==> config.mk <==
export PLATFORM = sky130hd
export DESIGN_NAME = mux_scan_controller
export DESIGN_NICKNAME = d
export VERILOG_FILES = /design/src/rtl/mux_scan_controller.sv
export SDC_FILE = /design/constraint.sdc
export NUM_CORES = 1
export LEC_CHECK = 0
export CAP_MARGIN = 0
export CORE_MARGIN = 2
export CORE_UTILIZATION = 50
export DETAILED_ROUTE_END_ITERATION = 10
export MAX_ROUTING_LAYER = met4
export PLACE_DENSITY = 0.8
export SLEW_MARGIN = 40
export SYNTH_ARGS = -nofsm -noshare
export SYNTH_HDL_FRONTEND = slang
export SYNTH_SLANG_ARGS = --single-unit
==> constraint.sdc <==
create_clock -name clk -period 2.65 [get_ports clk]
set_input_delay 0.265 -clock clk [delete_from_list [all_inputs] [get_ports clk]]
set_output_delay 0.265 -clock clk [all_outputs]
set_load 0.05 [all_outputs]
==> src/rtl/mux_scan_controller.sv <==
// Scans the enabled channels of an external 8:1 mux in ascending order, holding
// each select for SETTLE_CYCLES cycles before capturing mux_y into result.
module mux_scan_controller #(
    parameter int SETTLE_CYCLES = 1
) (
    input  logic       clk,
    input  logic       rst,
    input  logic       start,
    input  logic [7:0] mask,
    input  logic       mux_y,
    output logic [2:0] sel,
    output logic       busy,
    output logic       done,
    output logic [7:0] result
);

    localparam logic [1:0] S_IDLE   = 2'd0;
    localparam logic [1:0] S_SETTLE = 2'd1;
    localparam logic [1:0] S_SAMPLE = 2'd2;
    localparam logic [1:0] S_DONE   = 2'd3;

    logic [1:0] r_state;
    logic [7:0] r_mask_q;
    logic [7:0] r_result;
    logic [2:0] r_sel;
    logic [3:0] r_cnt;

    logic [2:0] w_first_sel;
    logic [2:0] w_next_sel;
    logic       w_next_valid;

    // Descending loops so the last match wins, i.e. the lowest qualifying bit.
    always_comb begin
        w_first_sel  = 3'd0;
        w_next_sel   = 3'd0;
        w_next_valid = 1'b0;
        for (int i = 7; i >= 0; i--) begin
            if (mask[i]) begin
                w_first_sel = 3'(i);
            end
            if (r_mask_q[i] && (3'(i) > r_sel)) begin
                w_next_sel   = 3'(i);
                w_next_valid = 1'b1;
            end
        end
    end

    always_ff @(posedge clk or posedge rst) begin
        if (rst) begin
            r_state  <= S_IDLE;
            r_mask_q <= 8'h00;
            r_result <= 8'h00;
            r_sel    <= 3'd0;
            r_cnt    <= 4'd0;
        end else begin
            case (r_state)
                S_IDLE: begin
                    if (start) begin
                        r_mask_q <= mask;
                        r_result <= 8'h00;
                        r_cnt    <= 4'd0;
                        if (mask == 8'h00) begin
                            r_state <= S_DONE;
                        end else begin
                            r_sel   <= w_first_sel;
                            r_state <= S_SETTLE;
                        end
                    end
                end
                S_SETTLE: begin
                    if (r_cnt == 4'(SETTLE_CYCLES - 1)) begin
                        r_state <= S_SAMPLE;
                    end else begin
                        r_cnt <= r_cnt + 4'd1;
                    end
                end
                S_SAMPLE: begin
                    r_result[r_sel] <= mux_y;
                    if (w_next_valid) begin
                        // sel only moves on the edge that re-enters SETTLE.
                        r_sel   <= w_next_sel;
                        r_cnt   <= 4'd0;
                        r_state <= S_SETTLE;
                    end else begin
                        r_state <= S_DONE;
                    end
                end
                default: begin
                    r_state <= S_IDLE;
                end
            endcase
        end
    end

    assign sel    = r_sel;
    assign result = r_result;
    assign busy   = (r_state == S_SETTLE) || (r_state == S_SAMPLE);
    assign done   = (r_state == S_DONE);

endmodule

# --- After elaboration in Yosys (flattened, before gate mapping) ---
# Cells that the tools add are included.
op_classes:
  mux: 42
  magnitude_cmp: 10
  reduce_logical: 20
  add_sub_neg: 1
  eq_ne: 8
ops:
  columns: ["op", "count"]
  rows:
  - ["$mux 3", 19]
  - ["$pmux 8 s2", 1]
  - ["$gt 3x3->1 const A", 4]
  - ["$mux 4", 3]
  - ["$pmux 4 s3", 1]
  - ["$ne 2x2->1 const B", 5]
  - ["$logic_and 1x1->1", 9]
  - ["$mux 1", 9]
  - ["$bwmux 8", 1]
  - ["$logic_not 8->1", 1]
  - ["$mux 2", 4]
  - ["$mux 8", 1]
  - ["$reduce_and 4->1", 2]
  - ["$gt 1x3->1 const A", 2]
  - ["$gt 2x3->1 const A", 2]
  - ["$pmux 2 s3", 1]
  - ["$pmux 3 s2", 1]
  - ["$reduce_and 2->1", 3]
  - ["$add 4x1->4 const B", 1]
  - ["$eq 2x2->1 const B", 2]
  - ["$logic_not 4->1", 1]
  - ["$lt 3x4->1 const B", 1]
  - ["$demux 1 s3", 1]
  - ["$ge 3x1->1 const B", 1]
  - ["other kinds (5)", 5]
word_totals:
  word_cells: 86
  inputBits: 12
  register_bits: 25

# --- Longest topological paths before layout ---
depth:
  ltp_word: 12
  depth_mapped: 7
  ltp_nobuf: 7

# --- Worst setup path before layout ---
# No wires, ideal clock.
synth_path:
  path_kind: "register to register"
  from: "register r_sel[0] (netlist: sel[0])"
  to: "register r_sel[0] (netlist: sel[0])"
  arrival_ps: 2071
  setup_slack_ps: 454
  stages_incl_launch_ff: 6
  t_required_ps: 2525
  synth_period_minus_slack_ps: 2196
  path_cell_list: "dfrtp_1 -> o21ai_0 -> a2111o_1 -> nor3_1 -> nand3b_1 -> mux2_2"
synth_via:
  elab_chain_len: 12
  elab_cells_between_ends: 36
  classes_between: "order compare: 8; eq/ne: 1; mux: 18; reduce/logical: 9"
synth_rtl:
  columns: ["element", "line_no", "source"]
  rows:
  - ["start: declaration", "25", "logic [2:0] r_sel;"]
  - ["start signal: assignment", "65", "r_sel <= w_first_sel;"]
  - ["start signal: assignment", "81", "r_sel <= w_next_sel;"]
  - ["$gt 3x3->1", "41", "if (r_mask_q[i] && (3'(i) > r_sel)) begin"]
  - ["$logic_and 1x1->1", "41", null]
  - ["$mux 1 or $mux 3 (tied branches) (8 in series)", "41", null]
  - ["$ne 2x2->1 (no line) or $mux 3 (tied branches)", null, null]
  - ["$reduce_and 4->1 (no line) or $pmux 3 s2 (tied branches)", null, null]
# Parallel ways exist; a longest one is shown, timed or not. The select of a mux whose other input is x is not followed.
# A chain may end at the register's enable or synchronous reset.

# --- Final worst setup path ---
layout_path:
  from: "register r_sel[1] (netlist: sel[1])"
  to: "register r_sel[1] (netlist: sel[1])"
# The elaborated chain is that of the path after synthesis.

==> metrics <==
post-route ant nets=0; Worst Skew=0.00455 ns; Iter 0 DRT Violations=57; number of synthesized flops with an enable pin=0; max frequency=435 MHz; Yosys top cell by area=dfrtp_1; CTS max path bufs=2; layout cells sized above 1=0.118; multiplexer share of the synthesized area=0.0671; crit path DAT=2.51 ns; YS warnings=0; vias in the first global route=1272; Clk Latency, worst-skew pair=0.31 ns; HPWL Detailed=2580 µm; Diodes inserted=0; # DRC=0; Buf+Inv Stages, Crit Path=0; worst min-delay path category=primary input to async pin; syn nets=181; CTS tree=done; Port Buffers=24; outcome=complete, no violations; Via Count=1313; core area=2810 µm²; Power Density=1100 nW/µm²; endpoints failing setup=0; initial core utilization=0.538; number of core rows=19; Synth Area in Compound Gates=0.234; Period minus WS final=2.30 ns; Post-Synth Simple-Gate Area=0.210; CTS buffer count=3; Max-cap violations=0; Slew Viols, Final=0; Crit path largest cell delay=0.71 ns; synth-to-layout area growth=20.8%; Fin. Hold Viols=0; Post-Place Cells=214; total grt overflow=0; CP delay by family, top=compound AO/OA/AOI/OAI gates; critical path fanouts, max=18; Post-Route WL=3360 µm; post-route setup TNS=0 ns; sequential element share of the synthesized area=0.398; FFs w/ async S/R, synth=1.00; synth top area cells=dfrtp_1, mux2_2, ha_1, nand2_1, o21ai_0; Critical Path RT=2.86 ns; die height=59.0 µm; first drt pass iteration count=4; clock slew seen by the registers of the worst setup and hold paths=0.14 ns; routed length per instance=15.4 µm; Worst setup EP type=register; Post-Synth Adder-Cell Area=0.0580; CP Cell Sequence=o21ai_0 > a2111o_1 > nor3_1 > nand3b_1 > mux2_2; critical path's slowest cell=dfrtp_1; setup bufs post-CTS=0; crit path kind=register to register; gp weighted congestion=0.851; first-pass GRT wire length=5710 µm; final net count=207; Root Buffer=clkbuf_4; register bit total from synthesis=24; CTS-repair resized insts=0; Max transition margin=0.639; VDD IR max=0.000549 V; Mapped Area=1510 µm²; H-tree depth=1; largest family of logic cells by synthesized area=compound AO/OA/AOI/OAI gates; initial antenna violation count=0; ys flop type=dfrtp_1; Layout Cells excl Fill=218; xor/xnor share of the synthesized area=0; period utilization=0.868; Critical Path Start Type=register; Synth top area share=0.398; io pins=25; Least-Margin Pin Slew=0.541 ns; Die X=59.0 µm; Synth Instances=162; Avg Vias per Cell=6.02; die area=3480 µm²; clk sinks=24; Cell variety after synth=37; syn avg cell area=9.32 µm²; pin count of the biggest net entering global routing=25; cts hold-fix bufs=0; RSZ-0062 raised after global routing=no; Lkg Pwr=0.756 nW; Total GRT Usage=0.218
[worst register-to-register path, cell delays in order (launching register included)]
cell	delay [ns]
dfrtp_1	0.71
o21ai_0	0.20
a2111o_1	0.52
nor3_1	0.21
nand3b_1	0.21
mux2_2	0.35
[flip-flops by register name, indices dropped and copies added, names as in the netlist]
name	cells
result	8
r_mask_q	7
r_cnt	4
sel	3
r_state	2
[path summary, 6_finish.rpt]
check | from | end | slack, ns | depth (start not counted)
hold reg to reg | result[0] | result[0] | 0.52 | 2
hold / removal | rst | r_cnt[1] | 0.29 | 2
setup reg to reg | sel[1] | sel[1] | 0.35 | 5
min in group clk | result[0] | result[0] | 0.52 | 2
max in group asynchronous | rst | r_mask_q[1] | 2.02 | 2
setup / recovery | sel[1] | sel[1] | 0.35 | 5
[power by group]
group          switching [mW]  internal (mW)  total [mW]
logic                   0.696          0.475        1.17
registers               0.158          0.484       0.642
clock network           0.111         0.0838       0.195
total                   0.965           1.04        2.01
[synthesized netlist by cell type (all sizes together), types with 3 or more instances]
cell	n
nor3	3
clkbuf	5
a22o	7
o31ai	8
inv	7
nand2b	7
nand3	4
ha	7
a21oi	5
nor2b	5
nor2	9
nand2	20
mux2	9
o21ai	17
nand3b	4
dfrtp	24
[cell type report]
cell class	instances	area, µm²
sequential	24	601
timing repair buffer	27	263
tap	31	38.8
clock buffer	4	36.3
fill	239	981
multi-input combinational	125	860
inverter	7	26.3
[per-layer routing]
layer	up-vias	routed length [µm]	track usage	share of wire
li1	641	-	-	-
met1	624	1510	0.282	0.45
met2	46	1610	0.368	0.48
met3	2	223	0.0286	0.066
met4	0	17	0.0455	0.0051
met5	-	0	-	0
[kinds of logic (layout without fill, tap and decap cells)]
logic type	count (synthesis)	in the layout
multiplexers	9	9
adder cells (fa/ha/maj)	7	7
AND/OR/NAND/NOR	61	61
flip-flops	24	24
buffers and inverters	13	38
AO/OA/AOI/OAI	48	48
[placed cells by master, fill, tap and decap left out, types with 2 or more instances in the layout]
cell,instances
inv_1,6
nand3_1,4
dfrtp_1,24
a22o_1,7
clkbuf_4,3
nand2_1,20
nor3_1,3
nor2_1,9
nand3b_1,4
buf_4,3
o31ai_1,7
ha_1,7
mux2_2,9
nor2b_1,5
o21ai_0,15
nand2b_1,7
a21oi_1,5
o2bb2ai_1,2
clkdlybuf4s50_1,24
a211oi_1,2
nor3b_1,2
[through the flow]
| stage | hold slack [ns] | cell area [µm²] | worst slack (ns) | utilization | power [mW] |
|---|---|---|---|---|---|
| 2_1_floorplan | 0.280 | 1510 | 0.454 | - | 1.49 |
| 3_3_place_gp | 0.487 | 1790 | 0.524 | 0.637 | 1.77 |
| 3_5_place_dp | 0.486 | 1790 | 0.418 | 0.637 | 1.81 |
| 4_1_cts | 0.300 | 1820 | 0.375 | 0.650 | 2.01 |
| 5_1_grt | 0.309 | 1820 | 0.200 | 0.650 | 2.15 |
| 6_report | 0.286 | 1820 | 0.350 | 0.650 | 2.01 |
Note: power is estimated with default switching activity, not from simulation.
